**src/rtl/a1000_daug_pkg.sv**
```systemverilog
// Shared types and address constants for the A1000 daughterboard bus controller.
// Region decode lives here so the top module and any future sub-block agree on it.
package a1000_daug_pkg;

    typedef enum logic [1:0] {
        REG_NONE,
        REG_BOOT,
        REG_WCS
    } region_e;

    typedef enum logic [2:0] {
        IDLE,
        DECODE,
        WAIT,
        ACK,
        HOLD
    } state_e;

    localparam logic [5:0] BOOT_BASE = 6'h3E;
    localparam logic [5:0] WCS_BASE  = 6'h3F;
    localparam logic [4:0] OVL_LIMIT = 5'h00;

    // a_hi is A[23:18]; the overlay window is the low 512 KB, i.e. A[23:19] == 0.
    function automatic region_e decode_region(input logic [5:0] a_hi,
                                              input logic       ovl,
                                              input logic       prw);
        if (a_hi == BOOT_BASE) begin
            return REG_BOOT;
        end
        if (a_hi == WCS_BASE) begin
            return REG_WCS;
        end
        if (ovl && prw && (a_hi[5:1] == OVL_LIMIT)) begin
            return REG_BOOT;
        end
        return REG_NONE;
    endfunction

endpackage

```
**src/rtl/a1000_daug_bus_ctrl_sync.sv**
```systemverilog
// N-stage synchronizer for one asynchronous 68000 strobe into the CLK domain.
// Resets to the strobe's inactive level so a reset never looks like a new bus cycle.
module a1000_sync_n #(
    parameter int unsigned STAGES  = 2,
    parameter logic        RST_VAL = 1'b1
) (
    input  logic clk,
    input  logic rst,
    input  logic d,
    output logic q
);

    logic [STAGES-1:0] sync_q;
    logic [STAGES-1:0] sync_d;

    always_comb begin
        sync_d = {sync_q[STAGES-2:0], d};
    end

    always_ff @(posedge clk) begin
        if (rst) begin
            sync_q <= {STAGES{RST_VAL}};
        end else begin
            sync_q <= sync_d;
        end
    end

    assign q = sync_q[STAGES-1];

endmodule

```
**src/rtl/a1000_daug_bus_ctrl.sv**
```systemverilog
// Bus-cycle sequencer for the A1000 daughterboard: boot ROM, WCS and overlay decode,
// chip strobes with wait states / XRDY stretching, _DTACK enable and the WCS write lock.
module a1000_daug_bus_ctrl
    import a1000_daug_pkg::*;
#(
    parameter int unsigned SYNC_STAGES  = 2,
    parameter int unsigned WAIT_CYCLES  = 2,
    parameter int unsigned XRDY_TIMEOUT = 64
) (
    input  logic        CLK,
    input  logic        RST,
    input  logic [23:1] A,
    input  logic        _AS,
    input  logic        _UDS,
    input  logic        _LDS,
    input  logic        _PRW,
    input  logic        OVL,
    input  logic        XRDY,
    output logic        DTACK_OE,
    output logic        _ROME,
    output logic        _WCSOE,
    output logic        _WCSWE_U,
    output logic        _WCSWE_L,
    output logic        LOCKED,
    output logic        TIMEOUT,
    output state_e      dbg_state
);

    localparam logic [3:0] WAIT_LIM = 4'(WAIT_CYCLES);
    localparam logic [7:0] XRDY_LIM = 8'(XRDY_TIMEOUT);

    logic as_s;
    logic uds_s;
    logic lds_s;

    a1000_sync_n #(.STAGES(SYNC_STAGES), .RST_VAL(1'b1)) u_sync_as (
        .clk (CLK),
        .rst (RST),
        .d   (_AS),
        .q   (as_s)
    );

    a1000_sync_n #(.STAGES(SYNC_STAGES), .RST_VAL(1'b1)) u_sync_uds (
        .clk (CLK),
        .rst (RST),
        .d   (_UDS),
        .q   (uds_s)
    );

    a1000_sync_n #(.STAGES(SYNC_STAGES), .RST_VAL(1'b1)) u_sync_lds (
        .clk (CLK),
        .rst (RST),
        .d   (_LDS),
        .q   (lds_s)
    );

    // Only A[23:18] takes part in the decode; the low bits belong to the devices.
    logic unused_addr;
    assign unused_addr = ^A[17:1];

    region_e dec_region;
    always_comb begin
        dec_region = decode_region(A[23:18], OVL, _PRW);
    end

    state_e     state_q,    state_d;
    region_e    region_q,   region_d;
    logic       prw_q,      prw_d;
    logic [1:0] lane_q,     lane_d;
    logic [3:0] wcnt_q,     wcnt_d;
    logic [7:0] xcnt_q,     xcnt_d;
    logic       dtack_q,    dtack_d;
    logic       rome_n_q,   rome_n_d;
    logic       wcsoe_n_q,  wcsoe_n_d;
    logic       weu_n_q,    weu_n_d;
    logic       wel_n_q,    wel_n_d;
    logic       locked_q,   locked_d;
    logic       timeout_q,  timeout_d;

    logic [3:0] wcnt_inc;
    logic [7:0] xcnt_inc;
    logic       go_idle;
    logic       go_ack;

    always_comb begin
        wcnt_inc = (wcnt_q == 4'hF) ? 4'hF : wcnt_q + 4'd1;
        xcnt_inc = (xcnt_q == 8'hFF) ? 8'hFF : xcnt_q + 8'd1;
    end

    // Handshake: the 68000 holds _AS low for the whole cycle; we answer by enabling _DTACK
    // in ACK and keep it (and any chip strobe) until the synced _AS is seen high again.
    always_comb begin
        state_d   = state_q;
        region_d  = region_q;
        prw_d     = prw_q;
        lane_d    = lane_q;
        wcnt_d    = wcnt_q;
        xcnt_d    = xcnt_q;
        dtack_d   = dtack_q;
        rome_n_d  = rome_n_q;
        wcsoe_n_d = wcsoe_n_q;
        weu_n_d   = weu_n_q;
        wel_n_d   = wel_n_q;
        locked_d  = locked_q;
        timeout_d = 1'b0;
        go_idle   = 1'b0;
        go_ack    = 1'b0;

        case (state_q)
            IDLE: begin
                if (!as_s) begin
                    state_d = DECODE;
                end
            end
            DECODE: begin
                if (as_s) begin
                    go_idle = 1'b1;
                end else begin
                    region_d = dec_region;
                    prw_d    = _PRW;
                    lane_d   = {~uds_s, ~lds_s};
                    if (dec_region == REG_NONE) begin
                        state_d = HOLD;
                    end else begin
                        state_d   = WAIT;
                        wcnt_d    = 4'd0;
                        xcnt_d    = 8'd0;
                        rome_n_d  = !(_PRW && dec_region == REG_BOOT);
                        wcsoe_n_d = !(_PRW && dec_region == REG_WCS);
                        weu_n_d   = !(!_PRW && dec_region == REG_WCS && !locked_q && lane_d[1]);
                        wel_n_d   = !(!_PRW && dec_region == REG_WCS && !locked_q && lane_d[0]);
                    end
                end
            end
            WAIT: begin
                if (as_s) begin
                    go_idle = 1'b1;
                end else begin
                    wcnt_d = wcnt_inc;
                    if (wcnt_inc >= WAIT_LIM) begin
                        if (XRDY) begin
                            go_ack = 1'b1;
                        end else begin
                            xcnt_d = xcnt_inc;
                            if (xcnt_inc >= XRDY_LIM) begin
                                go_ack    = 1'b1;
                                timeout_d = 1'b1;
                            end
                        end
                    end
                end
            end
            ACK: begin
                if (as_s) begin
                    go_idle = 1'b1;
                end
            end
            HOLD: begin
                if (as_s) begin
                    state_d = IDLE;
                end
            end
            default: begin
                go_idle = 1'b1;
            end
        endcase

        if (go_ack) begin
            state_d = ACK;
            dtack_d = 1'b1;
            // A write into the boot-ROM window freezes the kickstart image in the WCS.
            if (!prw_q && region_q == REG_BOOT) begin
                locked_d = 1'b1;
            end
        end

        if (go_idle) begin
            state_d   = IDLE;
            dtack_d   = 1'b0;
            rome_n_d  = 1'b1;
            wcsoe_n_d = 1'b1;
            weu_n_d   = 1'b1;
            wel_n_d   = 1'b1;
        end
    end

    always_ff @(posedge CLK) begin
        if (RST) begin
            state_q   <= IDLE;
            region_q  <= REG_NONE;
            prw_q     <= 1'b1;
            lane_q    <= 2'b00;
            wcnt_q    <= 4'd0;
            xcnt_q    <= 8'd0;
            dtack_q   <= 1'b0;
            rome_n_q  <= 1'b1;
            wcsoe_n_q <= 1'b1;
            weu_n_q   <= 1'b1;
            wel_n_q   <= 1'b1;
            locked_q  <= 1'b0;
            timeout_q <= 1'b0;
        end else begin
            state_q   <= state_d;
            region_q  <= region_d;
            prw_q     <= prw_d;
            lane_q    <= lane_d;
            wcnt_q    <= wcnt_d;
            xcnt_q    <= xcnt_d;
            dtack_q   <= dtack_d;
            rome_n_q  <= rome_n_d;
            wcsoe_n_q <= wcsoe_n_d;
            weu_n_q   <= weu_n_d;
            wel_n_q   <= wel_n_d;
            locked_q  <= locked_d;
            timeout_q <= timeout_d;
        end
    end

    assign DTACK_OE  = dtack_q;
    assign _ROME     = rome_n_q;
    assign _WCSOE    = wcsoe_n_q;
    assign _WCSWE_U  = weu_n_q;
    assign _WCSWE_L  = wel_n_q;
    assign LOCKED    = locked_q;
    assign TIMEOUT   = timeout_q;
    assign dbg_state = state_q;

endmodule
```
**config.mk**
```make
export PLATFORM = sky130hd
export DESIGN_NAME = a1000_daug_bus_ctrl
export DESIGN_NICKNAME = d
export VERILOG_FILES = /design/src/rtl/a1000_daug_pkg.sv /design/src/rtl/a1000_daug_bus_ctrl_sync.sv /design/src/rtl/a1000_daug_bus_ctrl.sv
export SDC_FILE = /design/constraint.sdc
export NUM_CORES = 1
export LEC_CHECK = 0
export ABC_AREA = 1
export CAP_MARGIN = 20
export CELL_PAD_IN_SITES_DETAIL_PLACEMENT = 1
export CELL_PAD_IN_SITES_GLOBAL_PLACEMENT = 2
export CORE_MARGIN = 1.5
export CORE_UTILIZATION = 23
export DETAILED_ROUTE_END_ITERATION = 16
export PLACE_DENSITY_LB_ADDON = 0.1
export SLEW_MARGIN = 0
export SYNTH_ARGS = -nofsm -noshare
export SYNTH_HDL_FRONTEND = slang
export SYNTH_SLANG_ARGS = --single-unit
```
**constraint.sdc**
```tcl
create_clock -name CLK -period 1.5 [get_ports CLK]
set_input_delay 0.3 -clock CLK [delete_from_list [all_inputs] [get_ports CLK]]
set_output_delay 0.3 -clock CLK [all_outputs]
set_load 0.1 [all_outputs]
```
Word level (Yosys, flattened, before mapping). Index checks and enable logic that the tools add are counted.

Bits in registers: 31.

Mux-type cells: 37. $add $sub $neg: 2. Reduce and logical (&&, ||, !) cells: 34. Bitwise operators: 6. Magnitude comparators: 2. Eq/ne operators: 21.

Operator list (number): $mux W8 (6); $mux W4 (4); $pmux W8 S2 (1); $mux W2 (7); $eq A6 B6 Y1 const B (2); $mux W1 (12); $mux W3 (4); $ne A2 B2 Y1 const B (6); $reduce_and A4 Y1 (3); $logic_and A1 B1 Y1 (9); $pmux W3 S3 (1); $add A8 B1 Y8 const B (1); $eq A8 B8 Y1 const B (1); $ge A8 B7 Y1 const B (1); $pmux W4 S2 (1); $logic_not A1 Y1 (7); $eq A3 B2 Y1 const B (2); $ne A3 B3 Y1 const B (2); $not A1 Y1 (6); $reduce_and A6 Y1 (1); $reduce_or A3 Y1 (2); $logic_not A5 Y1 (1); $reduce_or A5 Y1 (1); $add A4 B1 Y4 const B (1); 17 further kinds (20).

Depth between registers and ports, before layout. Gate-level depths: netlist of run 1.

Depth after elaboration: 13. Gate-level depth with buffers: 12.

Cells and area by module. Synthesis of run 1 repeated with hierarchy kept, for this count alone.

Cell total of the unflattened synthesis: 251. Area total of the unflattened synthesis: 1599.0 µm².

Modules (own cells, without submodules): a1000_daug_bus_ctrl (cells each 230, instances 1, seq. area each 500.5 µm², area an instance 1422.6 µm²); a1000_sync_n (cells each 7, instances 3, seq. area each 40.0 µm², area an instance 58.8 µm²).

Worst setup path after synthesis of run 1. Ideal clock, no wire load.

Kind: register to register. Start: reg state_q[1] (netlist: dbg_state[1]). End: reg xcnt_q[0]. Arrival time: 2.050 ns. Buffers on the path: 1. Data required time: 1.369 ns. Period minus slack after synthesis: 2.181 ns. Slack: -0.681 ns. Cell stages (with the launch flop): 11. Cells stage by stage: dfxtp_1 -> inv_1 -> nor3_4 -> nand2_1 -> nand2_2 -> nand2_4 -> inv_6 -> buf_8 -> nand3_1 -> nand2_1 -> nor2_1.

Word-level cells in the longest chain between the ends: 3.

RTL lines: start, declared (RTL line a1000_daug_bus_ctrl.sv:66) `state_e state_q, state_d;`; start signal, assigned (RTL line a1000_daug_bus_ctrl.sv:203) `state_q <= state_d;`; $eq A3 B2 Y1 / $eq A3 B1 Y1 (equally long branches) (RTL line a1000_daug_bus_ctrl.sv:109) `case (state_q)`; $ne A2 B2 Y1 (no line) / $reduce_bool A2 Y1 (equally long branches); $reduce_and A6 Y1 (no line); end signal, assigned (RTL line a1000_daug_bus_ctrl.sv:208) `xcnt_q <= xcnt_d;`; end, declared (RTL line a1000_daug_bus_ctrl.sv:71) `logic [7:0] xcnt_q, xcnt_d;`.

Several ways; a longest one is shown, not always the timed one. A chain may end at the register's enable or synchronous reset.

Worst setup path in the final report of run 1.
Start: in _PRW. End: reg xcnt_q[7].

Word-level cells in the longest chain between the ends: 11.

RTL lines: start, declared (RTL line a1000_daug_bus_ctrl.sv:16) `input logic _PRW,`; $logic_and A1 B1 Y1 (*) (2 in series) (RTL line a1000_daug_pkg.sv:33) `if (ovl && prw && (a_hi[5:1] == OVL_LIMIT)) begin`; $mux W1 (2 in series) (RTL line a1000_daug_pkg.sv:33); $mux W1 (RTL line a1000_daug_pkg.sv:30) `if (a_hi == WCS_BASE) begin`; $mux W2 (*) (RTL line a1000_daug_pkg.sv:36) `return REG_NONE;`; $mux W2 (*) (RTL line a1000_daug_pkg.sv:33); $mux W2 (*) (RTL line a1000_daug_pkg.sv:30); $logic_not A2 Y1 (*) (RTL line a1000_daug_bus_ctrl.sv:122) `if (dec_region == REG_NONE) begin`; $ne A2 B2 Y1 (no line) (*); $reduce_and A6 Y1 (no line) (*).

Mark *: on every way between the ends. The rest lies on a longest branch, timed or not. The select of a mux whose other input is x is not followed.

==> qor.yml, run 1 <==
power_and_ir_drop:
  p_clk_frac: 0.231
  power.switching_uw: 1100
  irDropWorstVdd_mv: 0.853
  p_sw_frac: 0.378
  p_seq_frac: 0.343
  p_int_uw: 1820
  power_density_mw_per_mm2: 1040
  leakagePower_uw: 0.00122
  combinationalPowerShare: 0.426
synth:
  synth_top_cell_area_share: 0.378
  synth_common_cells: "68 x nand2_1, 32 x inv_1, 31 x dfxtp_1"
  synthTopCellsByArea: "dfxtp_1 38%, nand2_1 16%, nand3_1 8.5%, inv_1 7.3%, nor2_1 5.7%"
  synth_top_cell_by_area: "dfxtp_1"
  netlist_instances: 243
  synthDistinctLibCells: 29
  syn_nets: 276
  synth_ff_type: "dfxtp_1"
  synth_most_common_cell: "nand2_1"
  syn_area_per_cell_um2: 6.76
  ys_warn_count: 0
  ys_seq_area_frac: 0.378
  synth_edf_count: 0
  synth-async-reset-ratio: 0
  syn_area_mm2: 0.00164
  ys_seq_elements: 31
placement:
  place_inst: 399
  gp_congestion: 0.714
  place_area_mm2: 0.00241
  dp_hpwl_um: 3810
  port_buffers: 23
  dp_worst_setup_slack_ns: -0.324
detailed_routing:
  ant_nets: 0
  post-route-drc-count: 0
  via_count: 1796
  avgRoutedWirePerCell_um: 12.0
  routed_wl_um: 5020
  via_per_inst: 4.31
  dr.pass1.iters: 4
  drtIter0Drc: 38
clocking:
  clock_path_buffers: 2
  clockRootBuffer: "clkbuf_8"
  cts_sinks: 31
  numCtsBuffers: 5
  insertion_delay_ns: 0.28
  clk_pin_slew_ns: 0.07
  htreeDepth: 2
  cts_tree: "yes"
die:
  chipHeight_um: 87.5
  dieWidth_um: 87.5
  ios: 41
  fp.coreArea_mm2: 0.00683
  die-area_mm2: 0.00766
  num_rows: 30
  start_util: 0.240
run_status:
  status: "finished clean"
layout:
  fillers: 844
  final_core_util: 0.413
  nets: 353
  area_growth_pct: 71.6
  stdcell_count: 417
  multi_input_area_mm2: 0.00110
  diodes: 0
  register_area_um2: 643
  drive_above_1_share: 0.452
  design_area_mm2: 0.00282
global_routing:
  grt_use_total: 0.136
  antenna_found_initial: 0
  first_global_vias: 1755
  grt_max_degree: 14
  grt_first_pass_wirelength_um: 8110
  grt_overflow: 0
sta:
  maxSlewViolCount: 0
  worst_pin_slew_ns: 0.339
  period_needed_ns: 1.49
  finalClockSkew_ns: 0.00681
  setup_viol: 0
  timing.final.crit_share: 0.995
  fin_ws_ns: 0.00796
  finalHoldViolCount: 0
  rsz0062_at_grt: "true"
  max_freq_mhz: 670
  slew_headroom: 0.771
setup_path:
  required_ns: 1.71
  worstPathCellList: "clkdlybuf4s50_1, nand2_1, nor3_2, nand2_2, nand3_4, nand2_8, inv_8, nand2_4, inv_4, nor2_2, nor2_1"
  cp.arrival_ns: 1.70
  end_kind: "register"
  critical_path_class: "primary input to register"
  crit_buf_inv: 3
  critPathSlowestCell: "clkdlybuf4s50_1"
  slowest_delay_ns: 0.48
  path_max_fanout: 6
  crit_path_start_kind: "primary input"
  cpLargestDelayFamily: "simple AND/OR/NAND/NOR gates"
job:
  cap_violations: 0
hold_path:
  hold_class: "register to register"
[worst register-to-register path: cells and delay by family, from the launching register on]
family	cells	cell delay (ns)
and+or+nand+nor	7	0.70
DFF	1	0.35
buffers and inverters	3	0.35
[power by group through the flow]
stage | clock network [uW] | registers [uW] | logic, uW
global placement | 0 | 1010 | 1050
global route | 743 | 1010 | 1360
finish | 674 | 1000 | 1240
detailed placement | 0 | 1010 | 1050
floorplan | 0 | 1200 | 424
CTS | 713 | 994 | 1110
[cell families after synthesis]
family | Yosys count | share of synthesized area
buffers and inverters | 38 | 0.0975
and+or+nand+nor | 143 | 0.406
AOI/OAI and AO/OA | 29 | 0.104
adders and majority gates | 2 | 0.0152
DFF | 31 | 0.378
[placed cells by master (no fill, tap or decap), types with 10 or more instances in the layout]
| cell | synthesis | routed |
|---|---|---|
| buf_4 | 0 | 46 |
| inv_1 | 32 | 28 |
| nor2_1 | 25 | 15 |
| nand3_1 | 28 | 20 |
| dfxtp_1 | 31 | 21 |
| nand2_2 | 3 | 12 |
| nand2_1 | 68 | 57 |
| buf_12 | 0 | 10 |
[flip-flops by register name (all words and copies together), names as in the netlist, 2 cells and up]
| name | cells |
|---|---|
| dbg_state | 3 |
| region_q | 2 |
| u_sync_lds.sync_q | 2 |
| u_sync_uds.sync_q | 2 |
| xcnt_q | 8 |
| wcnt_q | 4 |
| u_sync_as.sync_q | 2 |
[path summary, 6_finish.rpt]
check | endpoint | slack (ns) | cells past startpoint | start
min | u_sync_as.sync_q[1] | 0.42 | 1 | u_sync_as.sync_q[0]
max | xcnt_q[7] | 0.008 | 11 | _PRW
min reg2reg | u_sync_as.sync_q[1] | 0.42 | 1 | u_sync_as.sync_q[0]
max reg2reg | xcnt_q[7] | 0.03 | 10 | dbg_state[0]
[cell type report]
type / count / share of cell area
Timing Repair Buffer: 72 / 0.253
Timing Repair inverter: 1 / 0.00222
Multi-Input combinational cell: 174 / 0.389
Clock inverter: 1 / 0.00178
Sequential cell: 31 / 0.228
Tap cell: 96 / 0.0426
Inverter: 35 / 0.0519
Clock buffer: 7 / 0.0306
[through the flow]
step	hold slack, ns	total power [uW]	TNS (ns)
6_report	0.415	2920	0
5_1_grt	0.433	3110	-0.810
4_1_cts	0.422	2820	0
3_5_place_dp	0.403	2060	-4.78
3_3_place_gp	0.394	2060	-4.40
2_1_floorplan	0.389	1620	-0.929
[per-layer routing]
layer | part of all wire | vias up | track usage
met5 | 0 | - | 0
li1 | - | 931 | -
met4 | 0.012 | 0 | 0.0390
met1 | 0.50 | 840 | 0.188
met2 | 0.46 | 20 | 0.213
met3 | 0.022 | 5 | 0.0313
[timing repair]
action,CTS,global route
pin swaps,10,14
endpoints found under the setup margin,17,22
hold buffers,0,0
buffers inserted,5,4
cloned,1,0
gates resized for setup,21,53
No activity file was read; power rests on OpenSTA's default activity.
==> run 2, diff against run 1 <==
--- a/config.mk
+++ b/config.mk
@@ -7,12 +7,10 @@
 export LEC_CHECK = 0
 export ABC_AREA = 1
 export CAP_MARGIN = 20
-export CELL_PAD_IN_SITES_DETAIL_PLACEMENT = 1
-export CELL_PAD_IN_SITES_GLOBAL_PLACEMENT = 2
 export CORE_MARGIN = 1.5
-export CORE_UTILIZATION = 23
+export CORE_UTILIZATION = 44
 export DETAILED_ROUTE_END_ITERATION = 16
-export PLACE_DENSITY_LB_ADDON = 0.1
+export PLACE_DENSITY = 0.76
 export SLEW_MARGIN = 0
 export SYNTH_ARGS = -nofsm -noshare
 export SYNTH_HDL_FRONTEND = slang
==> run 2 against run 1 <==
The flow now finishes with violations (setup timing). Largest cell class unchanged. Critical path depth is the same. Largest power group unchanged. Core utilization is 34 points higher. Wire length grew 4.3%. Design area fell by 2.4%. Register-to-register slack got worse by 0.06 ns. Final cell count decreased by 15%. First-iteration DRC count increased to 3.8 times the previous value. Die area shrank 46%. Sequential share of layout area rose by 0.51 points. Sequential power about the same. Combinational power barely moved. Maximum frequency shrank 2.5%.
==> qor.yml, run 2 (synthesis results as in run 1) <==
run_status:
  status: "finished, violations left"  # was finished clean
  violations: "setup timing"
sta:
  max_freq_mhz: 653  # was 670 MHz
  maxSlewViolCount: 0  # unchanged
  period_needed_ns: 1.53  # was 1.49 ns
  finalHoldViolCount: 0  # unchanged
  slew_headroom: 0.787  # was 0.771
  finalClockSkew_ns: 0.00350  # was 0.00681 ns
  fin_ws_ns: -0.0309  # was 0.00796 ns
  setup_viol: 9  # was 0
  fin_tns_setup_ns: -0.155  # was 0 ns
  timing.final.crit_share: 1.02  # was 0.995
  worst_pin_slew_ns: 0.319  # was 0.339 ns
  rsz0062_at_grt: "true"  # unchanged
detailed_routing:
  drtIter0Drc: 144  # was 38
  ant_nets: 0  # unchanged
  routed_wl_um: 5240  # was 5020 um
  via_count: 1889  # was 1796
  via_per_inst: 5.34  # was 4.31
  dr.pass1.iters: 4  # unchanged
  avgRoutedWirePerCell_um: 14.8  # was 12.0 um
  post-route-drc-count: 0  # unchanged
placement:
  dp_hpwl_um: 2950  # was 3810 um
  port_buffers: 23  # unchanged
  gp_congestion: 0.887  # was 0.714
  dp_worst_setup_slack_ns: -0.328  # was -0.324 ns
  place_area_mm2: 0.00227  # was 0.00241 mm2
  place_inst: 338  # was 399
power_and_ir_drop:
  power.switching_uw: 1180  # was 1100 uW
  leakagePower_uw: 0.00121  # was 0.00122 uW
  power_density_mw_per_mm2: 1140  # was 1040 mW/mm2
  p_clk_frac: 0.281  # was 0.231
  p_seq_frac: 0.322  # was 0.343
  irDropWorstVdd_mv: 1.15  # was 0.853 mV
  combinationalPowerShare: 0.398  # was 0.426
  p_int_uw: 1960  # was 1820 uW
  p_sw_frac: 0.375  # was 0.378
clocking:
  clockRootBuffer: "clkbuf_8"  # unchanged
  numCtsBuffers: 5  # unchanged
  cts_sinks: 31  # unchanged
  htreeDepth: 2  # unchanged
  clock_path_buffers: 2  # unchanged
  hold_buffers: 0  # unchanged
  clk_pin_slew_ns: 0.07  # about the same
  cts_tree: "yes"  # unchanged
  insertion_delay_ns: 0.29  # was 0.28 ns
layout:
  final_cell_mix: "49 x nand2_1, 29 x buf_4, 28 x inv_1, 20 x dfxtp_1, 19 x nand3_1"  # was 57 x nand2_1, 46 x buf_4, 28 x inv_1, 21 x dfxtp_1, 20 x nand3_1
  layout_commonest_cell: "nand2_1"  # unchanged
  nets: 338  # was 353
  diodes: 0  # unchanged
  drive_above_1_share: 0.441  # was 0.452
  largest_reg_flops: 8  # unchanged
  regMostFlops: "xcnt_q"  # unchanged
  stdcell_count: 354  # was 417
  design_area_mm2: 0.00275  # was 0.00282 mm2
  area_growth_pct: 67.5  # was 71.6%
  fillers: 255  # was 844
setup_path:
  crit_path_start_kind: "primary input"  # unchanged
  required_ns: 1.72  # was 1.71 ns
  cp.arrival_ns: 1.75  # was 1.70 ns
  critical_path_class: "primary input to register"  # unchanged
  path_max_fanout: 6  # unchanged
  end_kind: "register"  # unchanged
die:
  dieWidth_um: 64.1  # was 87.5 um
  ios: 41  # unchanged
  die-area_mm2: 0.00411  # was 0.00766 mm2
  fp.coreArea_mm2: 0.00363  # was 0.00683 mm2
  chipHeight_um: 64.1  # was 87.5 um
  num_rows: 22  # was 30
  start_util: 0.452  # was 0.240
hold_path:
  hold_class: "register to register"  # unchanged
global_routing:
  grt_max_degree: 16  # was 14
  first_global_vias: 1707  # was 1755
  grt_first_pass_wirelength_um: 7220  # was 8110 um
  grt_overflow: 0  # unchanged
  grt_use_total: 0.225  # was 0.136
  antenna_found_initial: 0  # unchanged
job:
  cap_violations: 0  # unchanged
run 2: what timing repair did:
action	4_1_cts	5_1_grt
gates resized for setup	20	68
setup endpoints to repair	11	23
setup buffers	1	6
cloned	1	0
pin swaps	8	23
run 2: layout make-up:
type,instances,area [um2],share of cell area
Sequential cell,31,642,0.233
Clock inverter,2,35.0,0.0127
Inverter,35,151,0.0550
Tap cell,48,60.1,0.0218
Timing Repair Buffer,57,621,0.226
Clock buffer,6,82.6,0.0300
Multi-Input combinational cell,174,1150,0.419
Timing Repair inverter,1,6.26,0.00227
run 2: path summary, 6_finish.rpt:
path                            slack, ns  cells after the start              endpoint            startpoint
worst max register to register      -0.03                      7           region_q[0]          dbg_state[0]
worst min-delay path                 0.42                      1  u_sync_lds.sync_q[1]  u_sync_lds.sync_q[0]
worst max-delay path                -0.03                     11             xcnt_q[6]                   OVL
worst min register to register       0.42                      1  u_sync_lds.sync_q[1]  u_sync_lds.sync_q[0]
run 2: stage by stage:
stage	util	hold WS, ns	total power, uW
after floorplan	-	0.389	1620
after global routing	0.757	0.439	3270
after detailed placement	0.624	0.400	2030
after global placement	0.624	0.392	2000
final	0.757	0.416	3130
after CTS	0.675	0.417	2920
run 2: worst max-delay path, cell delays in order:
cell and delay (ns):
clkdlybuf4s50_1 0.47, nand2_2 0.06, nor3_2 0.19, nand2_2 0.13, nand3_4 0.11, nand2_8 0.09, inv_8 0.09, nand2_8 0.08
inv_8 0.09, nor2_4 0.04, nor2_1 0.09
run 2: power groups by stage:
stage	registers (uW)	logic, uW	clock network (uW)
after floorplan	1200	424	0
after global placement	1000	993	0
after detailed placement	1010	1020	0
after CTS	992	1040	888
after global routing	1020	1330	927
final	1010	1250	880
run 2: layer usage:
layer	global-route usage	wire length, um	up-vias	share of wire
met1	0.262	2090	905	0.40
li1	-	-	904	-
met3	0.0440	220	13	0.042
met2	0.391	2790	67	0.53
met4	0.112	134	0	0.026
met5	0	0	-	0
==> run 3, diff against run 2 <==
--- a/config.mk
+++ b/config.mk
@@ -5,12 +5,12 @@
 export SDC_FILE = /design/constraint.sdc
 export NUM_CORES = 1
 export LEC_CHECK = 0
-export ABC_AREA = 1
 export CAP_MARGIN = 20
+export CORE_ASPECT_RATIO = 2
 export CORE_MARGIN = 1.5
-export CORE_UTILIZATION = 44
+export CORE_UTILIZATION = 43
 export DETAILED_ROUTE_END_ITERATION = 16
-export PLACE_DENSITY = 0.76
+export PLACE_DENSITY = 0.75
 export SLEW_MARGIN = 0
 export SYNTH_ARGS = -nofsm -noshare
 export SYNTH_HDL_FRONTEND = slang
==> run 3 against run 2 <==
The run still ends with setup timing left. Global-route usage rose by 2.6 points. First-iteration DRC count fell by 53%. Area after synthesis fell by 3.9%. Non-clock buffer count rose by 10. Maximum frequency fell by 3.4%. Clock skew rose by 0.0042 ns. Hold slack got worse by 0.0054 ns. Design area fell by 4.8%. Sequential share of layout area rose by 0.98 points.
==> qor.yml, run 3 <==
layout:
  stdcell_count: 294  # was 354
  diodes: 0  # unchanged
  final_cell_mix: "34 x buf_4, 24 x dfxtp_1, 12 x nand2_1, 11 x inv_1"  # was 49 x nand2_1, 29 x buf_4, 28 x inv_1, 20 x dfxtp_1, 19 x nand3_1
  register_area_um2: 637  # was 642 um2
  multi_input_area_mm2: 0.00109  # was 0.00115 mm2
  design_area_mm2: 0.00262  # was 0.00275 mm2
  drive_above_1_share: 0.498  # was 0.441
  nets: 277  # was 338
  regMostFlops: "xcnt_q"  # unchanged
  fillers: 224  # was 255
  area_growth_pct: 65.9  # was 67.5%
  layout_commonest_cell: "buf_4"  # was nand2_1
  largest_reg_flops: 8  # unchanged
synth:
  ys_seq_elements: 31  # unchanged
  synth_top_cell_area_share: 0.393  # was 0.378
  synth_common_cells: "31 x dfxtp_1, 15 x nand2_1, 12 x nor2_1"  # was 68 x nand2_1, 32 x inv_1, 31 x dfxtp_1
  synthDistinctLibCells: 51  # was 29
  ys_warn_count: 0  # unchanged
  synth_top_cell_by_area: "dfxtp_1"  # unchanged
  synthTopCellsByArea: "dfxtp_1 39%, a221oi_2 4.8%, nand2_1 3.6%, a21oi_1 3.2%, nand3_1 3.2%"  # was dfxtp_1 38%, nand2_1 16%, nand3_1 8.5%, inv_1 7.3%, nor2_1 5.7%
  synth_most_common_cell: "dfxtp_1"  # was nand2_1
  syn_area_per_cell_um2: 8.92  # was 6.76 um2
  synth_ff_type: "dfxtp_1"  # unchanged
  synth-async-reset-ratio: 0  # unchanged
  netlist_instances: 177  # was 243
  synth_edf_count: 0  # unchanged
  ys_seq_area_frac: 0.393  # was 0.378
  syn_area_mm2: 0.00158  # was 0.00164 mm2
  syn_nets: 210  # was 276
clocking:
  numCtsBuffers: 5  # unchanged
  cts_sinks: 31  # unchanged
  clock_path_buffers: 2  # unchanged
  clk_pin_slew_ns: 0.07  # about the same
  cts_tree: "yes"  # unchanged
  hold_buffers: 0  # unchanged
  htreeDepth: 2  # unchanged
  clockRootBuffer: "clkbuf_8"  # unchanged
  insertion_delay_ns: 0.29  # about the same
setup_path:
  crit_path_start_kind: "register"  # was primary input
  worstPathCellList: "or3b_4, nor2_8, o211ai_1, buf_4, buf_6, nand3_1, a21oi_1"  # was clkdlybuf4s50_1, nand2_2, nor3_2, nand2_2, nand3_4, nand2_8, inv_8, nand2_8, inv_8, nor2_4, nor2_1
  slowest_delay_ns: 0.44  # was 0.47 ns
  critPathSlowestCell: "or3b_4"  # was clkdlybuf4s50_1
  cp.arrival_ns: 1.75  # about the same
  required_ns: 1.67  # was 1.72 ns
  end_kind: "register"  # unchanged
  path_max_fanout: 5  # was 6
  critical_path_class: "register to register"  # was primary input to register
sta:
  finalClockSkew_ns: 0.00767  # was 0.00350 ns
  timing.final.crit_share: 1.06  # was 1.02
  max_freq_mhz: 631  # was 653 MHz
  setup_viol: 15  # was 9
  finalHoldViolCount: 0  # unchanged
  rsz0062_at_grt: "true"  # unchanged
  fin_ws_ns: -0.0855  # was -0.0309 ns
  slew_headroom: 0.751  # was 0.787
  worst_pin_slew_ns: 0.368  # was 0.319 ns
  period_needed_ns: 1.59  # was 1.53 ns
  maxSlewViolCount: 0  # unchanged
global_routing:
  grt_overflow: 0  # unchanged
  grt_max_degree: 21  # was 16
  antenna_found_initial: 0  # unchanged
  first_global_vias: 1750  # was 1707
  grt_first_pass_wirelength_um: 7430  # was 7220 um
  grt_use_total: 0.251  # was 0.225
detailed_routing:
  ant_nets: 0  # unchanged
  post-route-drc-count: 0  # unchanged
  dr.pass1.iters: 4  # unchanged
  routed_wl_um: 4890  # was 5240 um
  via_count: 1684  # was 1889
  drtIter0Drc: 67  # was 144
  avgRoutedWirePerCell_um: 16.6  # was 14.8 um
  via_per_inst: 5.73  # was 5.34
power_and_ir_drop:
  irDropWorstVdd_mv: 0.946  # was 1.15 mV
  power_density_mw_per_mm2: 681  # was 1140 mW/mm2
  p_int_uw: 1390  # was 1960 uW
  p_clk_frac: 0.451  # was 0.281
  leakagePower_uw: 0.00102  # was 0.00121 uW
  p_sw_frac: 0.223  # was 0.375
  power.switching_uw: 397  # was 1180 uW
  p_seq_frac: 0.468  # was 0.322
  combinationalPowerShare: 0.081  # was 0.398
placement:
  port_buffers: 23  # unchanged
  place_inst: 276  # was 338
  place_area_mm2: 0.00220  # was 0.00227 mm2
  gp_congestion: 0.873  # was 0.887
  dp_hpwl_um: 3100  # was 2950 um
die:
  start_util: 0.442  # was 0.452
  fp.coreArea_mm2: 0.00357  # was 0.00363 mm2
  chipHeight_um: 88.7  # was 64.1 um
  ios: 41  # unchanged
  num_rows: 31  # was 22
  dieWidth_um: 45.9  # was 64.1 um
  die-area_mm2: 0.00407  # was 0.00411 mm2
run_status:
  status: "finished, violations left"  # unchanged
  violations: "setup timing"  # unchanged
hold_path:
  hold_class: "register to register"  # unchanged
job:
  cap_violations: 0  # unchanged
[run 3: cell count changes after synthesis, moves of 5 or more]
cell / previous run / this run
nand2_1: 68 / 15
inv_1: 32 / 11
nand3_1: 28 / 10
nor2_1: 25 / 12
and3_1: 0 / 7
a221oi_2: 0 / 5
[run 3: final cells by class]
cell class	count	share of cell area
Clock buffer	5	0.0263
Timing Repair Buffer	67	0.262
Tap cell	49	0.0234
Multi-Input combinational cell	128	0.415
Sequential cell	31	0.243
Inverter	11	0.0158
Clock inverter	3	0.0148
[run 3: path summary, 6_finish.rpt]
check,to,slack (ns),from,depth (start not counted)
max,xcnt_q[6],-0.09,dbg_state[2],7
max reg2reg,xcnt_q[6],-0.09,dbg_state[2],7
min reg2reg,u_sync_lds.sync_q[1],0.41,u_sync_lds.sync_q[0],1
min,u_sync_lds.sync_q[1],0.41,u_sync_lds.sync_q[0],1
[run 3: timing repair]
action,CTS,global route
endpoints found under the setup margin,22,23
pin swaps,17,20
resized for setup,30,37
setup buffers,7,3
[run 3: routing by layer]
metal / track usage / wire [um] / vias to the layer above
met4: 0.179 / 212 / 0
li1: - / - / 794
met3: 0.0388 / 171 / 17
met5: 0 / 0 / -
met2: 0.473 / 2840 / 44
met1: 0.217 / 1670 / 829
[run 3: logic make-up after synthesis]
family | synth area share
flip-flops | 0.393
XOR/XNOR | 0.00555
AND/OR/NAND/NOR | 0.269
buffers and inverters | 0.0555
AO/OA/AOI/OAI | 0.261
adder cells (fa/ha/maj) | 0.0158
[run 3: critical path: cells and delay by family, from the launching register on]
kind | cells | cell delay [ns]
and+or+nand+nor | 3 | 0.66
DFF | 1 | 0.36
buffers and inverters | 2 | 0.29
AOI/OAI and AO/OA | 2 | 0.16
[run 3: power by group through the flow]
stage          clock [uW]  sequential, uW  combinational [uW]
3_3_place_gp            0             852                 132
2_1_floorplan           0             863                47.2
3_5_place_dp            0             852                 133
6_report              804             834                 145
5_1_grt               851             834                 154
4_1_cts               814             834                 133
[run 3: per-stage QoR]
stage | hold slack (ns) | setup TNS, ns | power, uW | worst slack (ns) | utilization
detailed placement | 0.394 | -9.29 | 985 | -0.559 | 0.617
global placement | 0.391 | -8.60 | 984 | -0.518 | 0.617
finish | 0.410 | -0.537 | 1780 | -0.0855 | 0.734
CTS | 0.411 | -0.443 | 1780 | -0.0604 | 0.691
floorplan | 0.389 | -3.63 | 910 | -0.294 | -
global route | 0.431 | -1.48 | 1840 | -0.162 | 0.734
